===== config.mk =====
export PLATFORM = sky130hd
export DESIGN_NAME = m_dm_store_buffer
export DESIGN_NICKNAME = d
export VERILOG_FILES = /design/src/rtl/m_dm_store_buffer.sv
export SDC_FILE = /design/constraint.sdc
export NUM_CORES = 1
export LEC_CHECK = 0
export BUFFER_PORTS_ARGS = -buffer_cell sky130_fd_sc_hd__buf_2
export CAP_MARGIN = 20
export CORE_UTILIZATION = 59
export DETAILED_ROUTE_END_ITERATION = 8
export HOLD_SLACK_MARGIN = 0.15
export PLACE_DENSITY_LB_ADDON = 0.08
export RECOVER_POWER = 100
export SLEW_MARGIN = 20
export SYNTH_ARGS = -nofsm -noshare
export SYNTH_HDL_FRONTEND = slang
export SYNTH_SLANG_ARGS = --single-unit

===== constraint.sdc =====
create_clock -name clk -period 15.75 [get_ports clk]
set_input_delay 1.575 -clock clk [delete_from_list [all_inputs] [get_ports clk]]
set_output_delay 1.575 -clock clk [all_outputs]
set_load 0.03 [all_outputs]

===== src/rtl/m_dm_store_buffer.sv =====
// Store buffer between M-stage byte-enable generator and data memory.
// Optional STORE_MERGE_EN: same-word pushes merge into the newest entry.
module m_dm_store_buffer #(
  parameter int DEPTH = 4,
  parameter int PTR_W = 2
) (
  input  logic        clk,
  input  logic        reset,
  input  logic        st_valid,
  input  logic [31:0] st_addr,
  input  logic [31:0] st_wdata,
  input  logic [3:0]  st_byteen,
  output logic        st_ready,
  input  logic [31:0] ld_addr,
  output logic        ld_hit,
  output logic        mem_req,
  output logic [31:0] mem_addr,
  output logic [31:0] mem_wdata,
  output logic [3:0]  mem_byteen,
  input  logic        mem_ack,
  output logic        empty
);

  typedef enum logic {IDLE, REQ} state_t;

  state_t           state;
  logic [29:0]      e_addr [DEPTH];
  logic [31:0]      e_data [DEPTH];
  logic [3:0]       e_be   [DEPTH];
  logic [PTR_W-1:0] head, tail, newest;
  logic [PTR_W:0]   count, count_nx;
  logic [PTR_W-1:0] off [DEPTH];
  logic             full, do_write, do_alloc;
  logic             do_merge, do_pop, merge_ok;
  logic             unused_lsb;

  assign unused_lsb = ^{st_addr[1:0], ld_addr[1:0]};

  assign full   = (count == (PTR_W+1)'(DEPTH));
  assign empty  = (count == '0);
  assign newest = tail - PTR_W'(1);

`ifdef STORE_MERGE_EN
  // newest entry is mergeable unless it is the one on the bus
  assign merge_ok = !empty
                 && (e_addr[newest] == st_addr[31:2])
                 && !(mem_req && (newest == head));
`else
  assign merge_ok = 1'b0;
`endif

  assign st_ready = !full || merge_ok;
  assign do_write = st_valid && (st_byteen != 4'b0000);
  assign do_merge = do_write && merge_ok;
  assign do_alloc = do_write && !full && !merge_ok;
  assign do_pop   = mem_req && mem_ack;
  assign count_nx = count
                  + (PTR_W+1)'(do_alloc)
                  - (PTR_W+1)'(do_pop);

  assign mem_addr   = mem_req ? {e_addr[head], 2'b00} : '0;
  assign mem_wdata  = mem_req ? e_data[head] : '0;
  assign mem_byteen = mem_req ? e_be[head] : '0;

  // load hit: word compare against every occupied slot
  always_comb begin
    ld_hit = 1'b0;
    for (int i = 0; i < DEPTH; i++) begin
      off[i] = PTR_W'(i) - head;
      if (({1'b0, off[i]} < count)
          && (e_addr[i] == ld_addr[31:2]))
        ld_hit = 1'b1;
    end
  end

  // entry storage, pointers and occupancy
  always_ff @(posedge clk or posedge reset) begin
    if (reset) begin
      head  <= '0;
      tail  <= '0;
      count <= '0;
      for (int i = 0; i < DEPTH; i++) begin
        e_addr[i] <= '0;
        e_data[i] <= '0;
        e_be[i]   <= '0;
      end
    end else begin
      if (do_alloc) begin
        e_addr[tail] <= st_addr[31:2];
        e_data[tail] <= st_wdata;
        e_be[tail]   <= st_byteen;
        tail         <= tail + PTR_W'(1);
      end
      if (do_merge) begin
        for (int b = 0; b < 4; b++)
          if (st_byteen[b])
            e_data[newest][8*b +: 8] <= st_wdata[8*b +: 8];
        e_be[newest] <= e_be[newest] | st_byteen;
      end
      if (do_pop)
        head <= head + PTR_W'(1);
      count <= count_nx;
    end
  end

  // drain FSM: request held while any entry is pending
  always_ff @(posedge clk or posedge reset) begin
    if (reset) begin
      state   <= IDLE;
      mem_req <= 1'b0;
    end else begin
      unique case (state)
        IDLE: if (count_nx != '0) begin
          state   <= REQ;
          mem_req <= 1'b1;
        end
        REQ: if (do_pop && (count_nx == '0)) begin
          state   <= IDLE;
          mem_req <= 1'b0;
        end
        default: begin
          state   <= IDLE;
          mem_req <= 1'b0;
        end
      endcase
    end
  end

endmodule


==> metrics, run 1 <==
WP data arrival=slightly above 6 ns; Die Area=between 20000 and 30000 um2; # rows=57; final setup vio count=0; P_leak=between 6 and 7 nW; Max H-tree Level=1; Synth area leaders=dfrtp_1 (47%), mux2_4 (16%), mux4_2 (10%); drt pass-1 iters=4; vias in the first global route=a little under 9000; WHS Path Cells=1; placed cell area=15400 um2; post-layout worst setup margin=8.06 ns; Num Clock Sinks=~270; via/cell ratio=between 5 and 6; Multi-input gate area=roughly 6500 um2; Die Y=~160 um; All-Layer GR Usage=a little over a quarter; Crit Reg-Reg Startpoint=head[0]$_DFFE_PP0P_; commonest non-fill, non-tap cells in the layout=dfrtp_1 (272), mux2_1 (152), mux2_2 (104); Max Slew Vio Count=roughly 440; syn_area_per_cell=between 15 and 20 um2; Post-Syn Instances=about 940; R2R setup slack=roughly 11 ns; worst skew pair latency=roughly 0.56 ns; Die Wd=approximately 160 um; Yosys top cell area share=46.8%; DR vias=around 8300; cell accounting for the most synthesized area=dfrtp_1; WL/cell=approximately 23 um; Final ANT Viol Nets=0; CTS tree=yes; number of buffers created by CTS=30; failing checks=max-capacitance violations, max-slew violations; commonest non-fill, non-tap cell in the layout=dfrtp_1; Worst Hold Launch=state$_DFF_PP0_; sequential area share after synthesis=a little under half; nets@finish=between 1000 and 1500; Synth Register Bits=273; I/O Pins=176; initial antenna violation count=6; Fin. Hold Viols=0; DP Wirelength=approximately 21000 um; worst slack at placement=10.88 ns; CP max FO=38; worst path required time=14.18 ns; Worst R2R End=head[1]$_DFFE_PP0P_; Routed WL=between 30000 and 40000 um; Core Box Area=~24000 um2; r2r worst-path depth=3; post_cts resized=0; Syn Std Cell Area=14600 um2; Util after Layout=64.4%; Setup CP Type=reg2out; hold endpoint=mem_req$_DFFE_PP0P_; GRT overflow=0; fraction of layout cells with a size suffix above 1=between 20% and 30%; Rel. slew slack=-278%; global placer's final weighted congestion=0.891; Max-Cap Viols=9; design area=roughly 16000 um2; P&R area growth vs syn=7.26%; RSZ-0062 raised after global routing=no; IR drop worst, VDD=112 uV; TNS Setup=0 ns; Clock Skews=0.0130 ns; Bufs on Longest Clock Path=3; first-pass GRT wire length=52200 um; CTS root buffer=clkbuf_16; register area=6840 um2; f_max=around 130 MHz; FILL cells=just under 2000; Pwr Total=2.94 mW; Initial Utilization=60.1%; min cycle time layout=7.69 ns; Tcrit/Tclk final=roughly 50%; clock slew at reported path FFs=0.06 ns; Ys Warns=0; actual slew at the worst max-slew pin=between 5 and 6 ns; Port Buffer Count=around 170; pin count of the biggest net entering global routing=between 150 and 200; Pwr Density=approximately 190 nW/um2; Hold Path Class=reg2reg; postcts setup bufs=0; critical path launch point type=flop; Cell variety after synth=32; CP endpoint kind=output port; hold_buf cts=0; DRC errors left=0; Initial DRC Count=roughly 520; run status=finished with violations
==> stage by stage <==
step                      hold slack [ns]  cells
after floorplan                     0.436    944
after global placement              0.445   1391
after detailed placement            0.465   1391
after CTS                           0.474   1444
after global routing                0.499   1446
final                               0.473   1449
==> power breakdown <==
part	switching (mW)	internal [mW]
Clock	0.282	0.434
Combinational	0.387	0.527
Sequential	0.251	1.06
Total	0.920	2.02
==> cell usage after synthesis <==
master and instances:
dfrtp_1 273, mux2_4 160, mux2_2 104, xor2_1 96, and2_1 66, mux4_2 66
xnor2_1 30, nor4_1 22, buf_12 16, inv_1 16, buf_4 12, clkbuf_1 12
ha_1 10, nand4_1 10, buf_2 9, a21oi_1 7, a2111oi_0 4, buf_8 4
nand2_1 4, nand2_4 4, nand3_1 4, nor3_1 3, o21ai_0 2, a21oi_4 1
a31oi_1 1, buf_1 1, conb_1 1, fa_1 1, nor2_1 1, o41ai_2 1
or3_1 1, or4_1 1
==> how the worst max path moves through the flow <==
stage                        start                  to  slack [ns]
6_report       head[0]$_DFFE_PP0P_        mem_addr[28]        8.06
5_1_grt        head[0]$_DFFE_PP0P_        mem_addr[31]        7.37
4_1_cts        head[0]$_DFFE_PP0P_        mem_addr[30]       10.83
3_5_place_dp           ld_addr[31]              ld_hit       10.88
3_3_place_gp           ld_addr[18]              ld_hit       10.86
2_1_floorplan                reset  count[0]$_DFF_PP0_        6.65
==> registers in the layout (all words and copies together), names as in the netlist <==
| signal | cells |
|---|---|
| e_data | 128 |
| e_addr | 120 |
| e_be | 16 |
| count | 3 |
| head | 2 |
| tail | 2 |
| mem_req | 1 |
| state | 1 |
==> layout make-up <==
class | instances | share of cell area [%]
sequential | 273 | 43.6
multi-input combinational | 601 | 41.7
clock buffer | 43 | 5.36
timing repair buffer | 177 | 5.19
tap | 324 | 2.59
clock inverter | 10 | 1.05
inverter | 16 | 0.391
antenna | 5 | 0.0798
==> routing by layer <==
metal,vias up,global-route usage (%),routed length [um]
met3,63,4.79,1860
met4,4,8.13,928
li1,3724,-,-
met5,-,0,21
met2,215,43.2,15800
met1,4304,37.4,14200
==> critical path, stage by stage (launching register included) <==
cell      delay [ns]
dfrtp_1         1.88
clkbuf_1        2.45
mux4_2          0.77
and2_1          0.18
clkbuf_1        0.20
==> kinds of logic after synthesis <==
logic type / synth area share, %
buf+inv: 4.27
compound gates: 0.813
xor+xnor: 7.55
flops: 46.8
fa+ha+maj: 0.993
other cells: 0.0257
mux: 34.6
simple gates: 4.97
(Power assumes the default switching activity.)
==> inputs of run 2 (changes only) <==
==> constraint.sdc (replaced) <==
create_clock -name clk -period 7.32 [get_ports clk]
set_input_delay 0.732 -clock clk [delete_from_list [all_inputs] [get_ports clk]]
set_output_delay 0.732 -clock clk [all_outputs]
set_load 0.03 [all_outputs]
==> run 2 against run 1 <==
  * The run still ends with max-capacitance violations, max-slew violations left
  * Sequential power increased by 120%
  * Final area increased by 0.46%
  * Flip-flop and latch count unchanged
  * Worst setup slack got worse by 6.0 ns
  * Wire length increased by 0.86%
  * Worst hold slack got worse by 0.091 ns
  * Register-to-register slack got worse by 8.4 ns
  * Clock skew about the same
  * Global-route usage about the same
  * Largest power group unchanged
  * Combinational power increased by 120%
  * Critical endpoint is now e_addr[50]$_DFFE_PP0P_
  * Critical path depth increased by 2
==> metrics, run 2 (same netlist as run 1, synthesis figures left out) <==
run status=finished with violations; failing checks=max-capacitance violations, max-slew violations; vias in the first global route=8824 (-0.11%); Die Wd=159 um (unchanged); Multi-input gate area=6540 um2 (unchanged); cells along the critical path=clkbuf_1 > o41ai_1 > a21oi_1 > nand2_1 > clkbuf_1 > mux2_2; Clock Skews=0.0128 ns (-0.000274 ns); r2r worst-path depth=5 (+2); IR drop worst, VDD=247 uV (+120%); via/cell ratio=5.73 (about the same); Final ANT Viol Nets=0 (unchanged); post_cts resized=0 (unchanged); P_leak=6.76 nW (+1.2%); CP delay by family, top=buffers and inverters; CP endpoint kind=flop; commonest non-fill, non-tap cell in the layout=dfrtp_1; Initial Utilization=60.1% (unchanged); worst setup path endpoint=e_addr[50]$_DFFE_PP0P_; worst skew pair latency=0.56 ns (about the same); worst path required time=7.73 ns (-6.45 ns); WP data arrival=5.63 ns (-0.49 ns); postcts setup bufs=0 (unchanged); register area=6840 um2 (about the same); Tcrit/Tclk final=71.2%; final setup vio count=0 (unchanged); # rows=57 (unchanged); Fin. Hold Viols=0 (unchanged); RSZ-0062 raised after global routing=no; Crit Reg-Reg Startpoint=count[1]$_DFF_PP0_; Die Y=159 um (unchanged); R2R setup slack=2.44 ns (-8.35 ns); global placer's final weighted congestion=0.884 (-0.74%); CTS root buffer=clkbuf_16; Max-Cap Viols=8 (-1); DR vias=8330 (+0.24%); first-pass GRT wire length=52400 um (+0.33%); number of buffers created by CTS=31 (+3.3%); Top reg by flops=e_data; CP bufs+invs=2 (unchanged); Setup CP Type=in2reg; min cycle time layout=5.21 ns; crit-path max cell delay=2.27 ns (-0.18 ns); f_max=between 150 and 200 MHz; All-Layer GR Usage=26.8% (about the same); Top cell by count, worst path=clkbuf_1; CP max FO=40 (+5.3%); commonest non-fill, non-tap cells in the layout=dfrtp_1 (271), mux2_1 (152), buf_2 (112); Bufs on Longest Clock Path=3 (unchanged); Die Area=25400 um2 (unchanged); Num Clock Sinks=273 (unchanged); DP Wirelength=21200 um (+1.4%); max reg flops=128 (unchanged); drt pass-1 iters=4 (unchanged); CTS tree=yes; clock slew at reported path FFs=0.06 ns (about the same); pin count of the biggest net entering global routing=131 (-13%); CP Launch Point=st_byteen[1]; FILL cells=1966 (-0.10%); initial antenna violation count=3 (-3); TNS Setup=0 ns (unchanged); fraction of layout cells with a size suffix above 1=30.8% (+1.6 points); I/O Pins=176 (unchanged); P&R area growth vs syn=7.76%; Initial DRC Count=555 (+6.5%); design area=15700 um2 (+0.46%); WL/cell=22.8 um (+0.58%); hold_buf cts=0 (unchanged); Pwr Density=405 nW/um2 (+120%); Routed WL=33200 um (+0.86%); actual slew at the worst max-slew pin=3.21 ns (-2.43 ns); placed cell area=15400 um2 (about the same); GRT overflow=0 (unchanged); nets@finish=1218 (+0.33%); Hold Path Class=in2reg; Max Slew Vio Count=304 (-31%); Regs by FF count=e_data x128, e_addr x120, e_be x16; Port Buffer Count=169 (unchanged); Rel. slew slack=-114% (+160 points); Core Box Area=24300 um2 (unchanged); Crit. path cell count=6 (+2); Max H-tree Level=1 (unchanged); DRC errors left=0 (unchanged); critical path launch point type=input port; Worst R2R End=e_addr[50]$_DFFE_PP0P_; slowest stage cell, crit path=clkbuf_1; Util after Layout=64.7% (+0.30 points)
-- run 2: changes by cell type in the layout (fill, tap and decap cells not counted), sizes merged --
| cell | delta |
|---|---|
| buf | +14 |
| clkbuf | -12 |
| clkinv | +1 |
| diode | -1 |
| inv | +2 |
-- run 2: power by group --
| group | switching [mW] | internal (mW) |
|---|---|---|
| registers | 0.542 | 2.28 |
| logic | 0.849 | 1.12 |
| clock network | 0.615 | 0.966 |
-- run 2: final cells by class --
class / count / share of cell area, %
Clock buffer: 42 / 5.51
Clock inverter: 13 / 1.11
Inverter: 16 / 0.405
Multi-Input combinational cell: 601 / 41.5
Sequential cell: 273 / 43.4
Antenna cell: 4 / 0.0636
Tap cell: 324 / 2.57
Timing Repair Buffer: 180 / 5.38
-- run 2: worst reg2reg max path, cell delays in order (launching register included) --
cell and delay [ns]:
dfrtp_1 0.45, nor2_1 0.17, a21oi_1 0.21, nand2_1 1.14, clkbuf_1 2.27, mux2_2 0.51
-- run 2: worst min path at each step --
stage / startpoint / endpoint / slack (ns) / cells past startpoint
floorplan: state$_DFF_PP0_ / mem_req$_DFFE_PP0P_ / 0.44 / 1
global placement: state$_DFF_PP0_ / mem_req$_DFFE_PP0P_ / 0.44 / 1
detailed placement: state$_DFF_PP0_ / mem_req$_DFFE_PP0P_ / 0.45 / 1
CTS: mem_ack / mem_req$_DFFE_PP0P_ / 0.35 / 2
global route: mem_ack / mem_req$_DFFE_PP0P_ / 0.37 / 2
finish: mem_ack / mem_req$_DFFE_PP0P_ / 0.38 / 2
-- run 2: per-layer routing --
metal	vias up	global-route usage [%]	routed length, um
li1	3723	-	-
met3	56	4.71	1760
met5	-	0	0
met1	4305	37.4	14300
met2	246	42.7	16100
met4	0	8.96	1050
-- run 2: metrics by stage --
step / std cells / hold slack [ns] / power, mW / setup slack (ns)
after floorplan: 944 / 0.436 / 4.76 / 2.98
after global placement: 1393 / 0.438 / 5.18 / 3.81
after detailed placement: 1393 / 0.449 / 5.26 / 3.79
after CTS: 1448 / 0.354 / 6.88 / 3.24
after global routing: 1451 / 0.374 / 6.72 / 1.87
final: 1453 / 0.382 / 6.38 / 2.11
==> inputs of run 3 (changes only) <==
--- a/config.mk
+++ b/config.mk
@@ -5,6 +5,7 @@
 export SDC_FILE = /design/constraint.sdc
 export NUM_CORES = 1
 export LEC_CHECK = 0
+export ABC_AREA = 1
 export BUFFER_PORTS_ARGS = -buffer_cell sky130_fd_sc_hd__buf_2
 export CAP_MARGIN = 20
 export CORE_UTILIZATION = 59
==> constraint.sdc (replaced) <==
create_clock -name clk -period 5.2 [get_ports clk]
set_input_delay 0.52 -clock clk [delete_from_list [all_inputs] [get_ports clk]]
set_output_delay 0.52 -clock clk [all_outputs]
set_load 0.03 [all_outputs]
==> run 3 against run 2 <==
  * The run still ends with max-capacitance violations, max-slew violations left
  * Clock power increased by 38%
  * Largest power group is now the clock network
  * Critical endpoint is now mem_addr[27]
  * Utilization rose by 1.8 points
  * Sequential power shrank 25%
  * Critical path type is now reg2out
  * Count of clock-buffer cells in the layout fell by 2
==> metrics, run 3 <==
Fin. Hold Viols=0 (unchanged); worst skew pair latency=0.56 ns (about the same); Post-Syn Instances=1745 (+85%); Max Slew Vio Count=654 (+120%); slowest stage cell, crit path=clkbuf_2; max reg flops=128 (unchanged); via/cell ratio=5.57 (-2.8%); r2r worst-path depth=7 (+2); Regs by FF count=e_data x128, e_addr x120, e_be x16; sequential area share after synthesis=48.4% (+1.7 points); # rows=56 (-1.8%); WL/cell=17.3 um (-24%); post-layout worst setup margin=0.737 ns (-1.37 ns); IR drop worst, VDD=325 uV (+32%); Routed WL=38000 um (+14%); register area=6830 um2 (about the same); final setup vio count=0 (unchanged); count leader, synth=nand2_1; DP Wirelength=23100 um (+9.2%); Max H-tree Level=1 (unchanged); Post-synth ARST share=100% (unchanged); CP max FO=66 (+65%); Core Box Area=23500 um2 (-3.5%); run status=finished with violations; worst slack at placement=1.91 ns (-1.88 ns); RSZ-0062 raised after global routing=no; Bufs on Longest Clock Path=3 (unchanged); Port Buffer Count=169 (unchanged); Initial DRC Count=1032 (+86%); Rel. slew slack=-70.8% (+43 points); Ys Warns=0 (unchanged); WHS Path Cells=4 (+2); Yosys top cell area share=48.4% (+1.7 points); WP data arrival=3.94 ns (-1.69 ns); P_leak=7.17 nW (+6.0%); Synth Register Bits=273 (unchanged); I/O Pins=176 (unchanged); global placer's final weighted congestion=0.913 (+3.2%); vias in the first global route=11600 (+31%); Top cell by count, worst path=nor2_1; cells along the critical path=nor2_1 > clkbuf_2 > a221oi_1 > nor2_1 > clkbuf_1; CP delay by family, top=buffers and inverters; fraction of layout cells with a size suffix above 1=9.90% (-21 points); Die Wd=157 um (-1.7%); crit-path max cell delay=1.38 ns (-0.89 ns); Worst Hold Launch=mem_ack; R2R setup slack=0.99 ns (-1.45 ns); min cycle time layout=4.46 ns; Final ANT Viol Nets=0 (unchanged); All-Layer GR Usage=31.8% (+5.0 points); first-pass GRT wire length=60700 um (+16%); Max-Cap Viols=8 (unchanged); Crit Reg-Reg Startpoint=count[1]$_DFF_PP0_; post_cts resized=0 (unchanged); GRT overflow=0 (unchanged); CTS tree=yes; Pwr Density=288 nW/um2 (-29%); top cells by count, synth=nand2_1 (493), dfrtp_1 (273), o21ai_0 (224); ys flop type=dfrtp_1; Setup CP Type=reg2out; Clock Skews=0.00808 ns (-0.00467 ns); Num Clock Sinks=273 (unchanged); Synth area leaders=dfrtp_1 (48%), nand2_1 (13%), o21ai_0 (7.9%); commonest non-fill, non-tap cell in the layout=nand2_1; syn_area_per_cell=8.08 um2 (-48%); f_max=224 MHz; Cell variety after synth=34 (+6.3%); worst path required time=4.68 ns (-3.05 ns); P&R area growth vs syn=10.8%; Top reg by flops=e_data; critical path launch point type=flop; CP bufs+invs=2 (unchanged); hold endpoint=mem_req$_DFFE_PP0P_; clock slew at reported path FFs=0.07 ns (about the same); Hold Path Class=in2reg; DR vias=12300 (+47%); Die Y=157 um (-1.7%); TNS Setup=0 ns (unchanged); Tcrit/Tclk final=a little under nine tenths; CP endpoint kind=output port; failing checks=max-capacitance violations, max-slew violations; cell accounting for the most synthesized area=dfrtp_1; Initial Utilization=60.1% (about the same); actual slew at the worst max-slew pin=2.56 ns (-0.650 ns); FILL cells=2122 (+7.9%); Multi-input gate area=5820 um2 (-11%); pin count of the biggest net entering global routing=147 (+12%); drt pass-1 iters=5 (+1); CTS root buffer=clkbuf_16; commonest non-fill, non-tap cells in the layout=nand2_1 (493), o21ai_0 (284), dfrtp_1 (271); number of buffers created by CTS=29 (-6.5%); DRC errors left=0 (unchanged); Die Area=24500 um2 (-3.4%); Worst R2R End=e_addr[52]$_DFFE_PP0P_; number of synthesized flops with an enable pin=0 (unchanged); nets@finish=1970 (+62%); initial antenna violation count=5 (+2); Syn Std Cell Area=14100 um2 (-3.5%)
-- run 3: cell count changes after synthesis, moves of 66 or more --
cell,delta
nand2_1,+489
o21ai_0,+222
mux2_4,-160
inv_1,+155
mux2_2,-104
nand3_1,+103
nor2_1,+91
xor2_1,-73
and2_1,-66
mux4_2,-66
-- run 3: cells by family (layout without fill, tap and decap cells) --
| logic type | Yosys count | in the layout | synth area share [%] |
|---|---|---|---|
| other | 1 | 5 | 0.0266 |
| xor gates and xnor gates | 51 | 51 | 3.17 |
| buffers and inverters | 280 | 412 | 9.68 |
| adders and majority gates | 11 | 11 | 1.03 |
| AOI/OAI and AO/OA | 416 | 416 | 17.2 |
| and+or+nand+nor | 713 | 713 | 20.5 |
| DFF | 273 | 273 | 48.4 |
-- run 3: area by class of cell --
cell class	instances	share of cell area (%)
sequential	273	43.7
multi-input combinational	1193	37.2
timing repair buffer	185	5.68
clock buffer	40	5.55
inverter	173	4.18
tap	319	2.55
clock inverter	14	1.04
antenna	3	0.0480
-- run 3: worst min-delay path: cells and delay by family --
family / cells / cell delay [ns]
buffers and inverters: 1 / 0.09
and+or+nand+nor: 3 / 0.16
-- run 3: through the flow --
step                power (mW)  hold slack, ns  utilization, %  std cells  cell area, um2
finish                    4.51           0.239            66.6       2200           15600
global placement          2.37           0.465            63.0       2141           14800
floorplan                 2.28           0.453               -       1746           14100
CTS                       4.55           0.224            67.5       2196           15800
global route              4.64           0.248            66.6       2197           15600
detailed placement        2.37           0.469            63.0       2141           14800
-- run 3: worst max path at each step --
stage,startpoint,end,slack (ns),cells after the start
after floorplan,reset,count[0]$_DFF_PP0_,1.07,1
after global placement,head[1]$_DFFE_PP0P_,ld_hit,1.92,11
after detailed placement,head[1]$_DFFE_PP0P_,ld_hit,1.91,11
after CTS,head[1]$_DFFE_PP0P_,ld_hit,1.31,11
after global routing,count[1]$_DFF_PP0_,e_addr[41]$_DFFE_PP0P_,0.55,7
final,head[1]$_DFFE_PP0P_,mem_addr[27],0.74,5
-- run 3: where the power goes --
group,total (mW),internal (mW),switching (mW)
sequential,2.12,2.12,0
combinational,0.199,0.0600,0.139
clock,2.18,1.31,0.870
total,4.51,3.50,1.01
-- run 3: routing by layer --
metal,GRT usage [%],part of all wire [%],vias up
met1,41.2,42,5821
met3,5.48,6.9,86
li1,-,-,5920
met5,0,0.092,-
met2,54.0,48,429
met4,10.6,3.0,6
-- run 3: what timing repair did --
action,in CTS,in global routing
endpoints found under the hold margin,21,0
hold buffers,1,0
buffers inserted,0,0
endpoints found under the setup margin,0,0
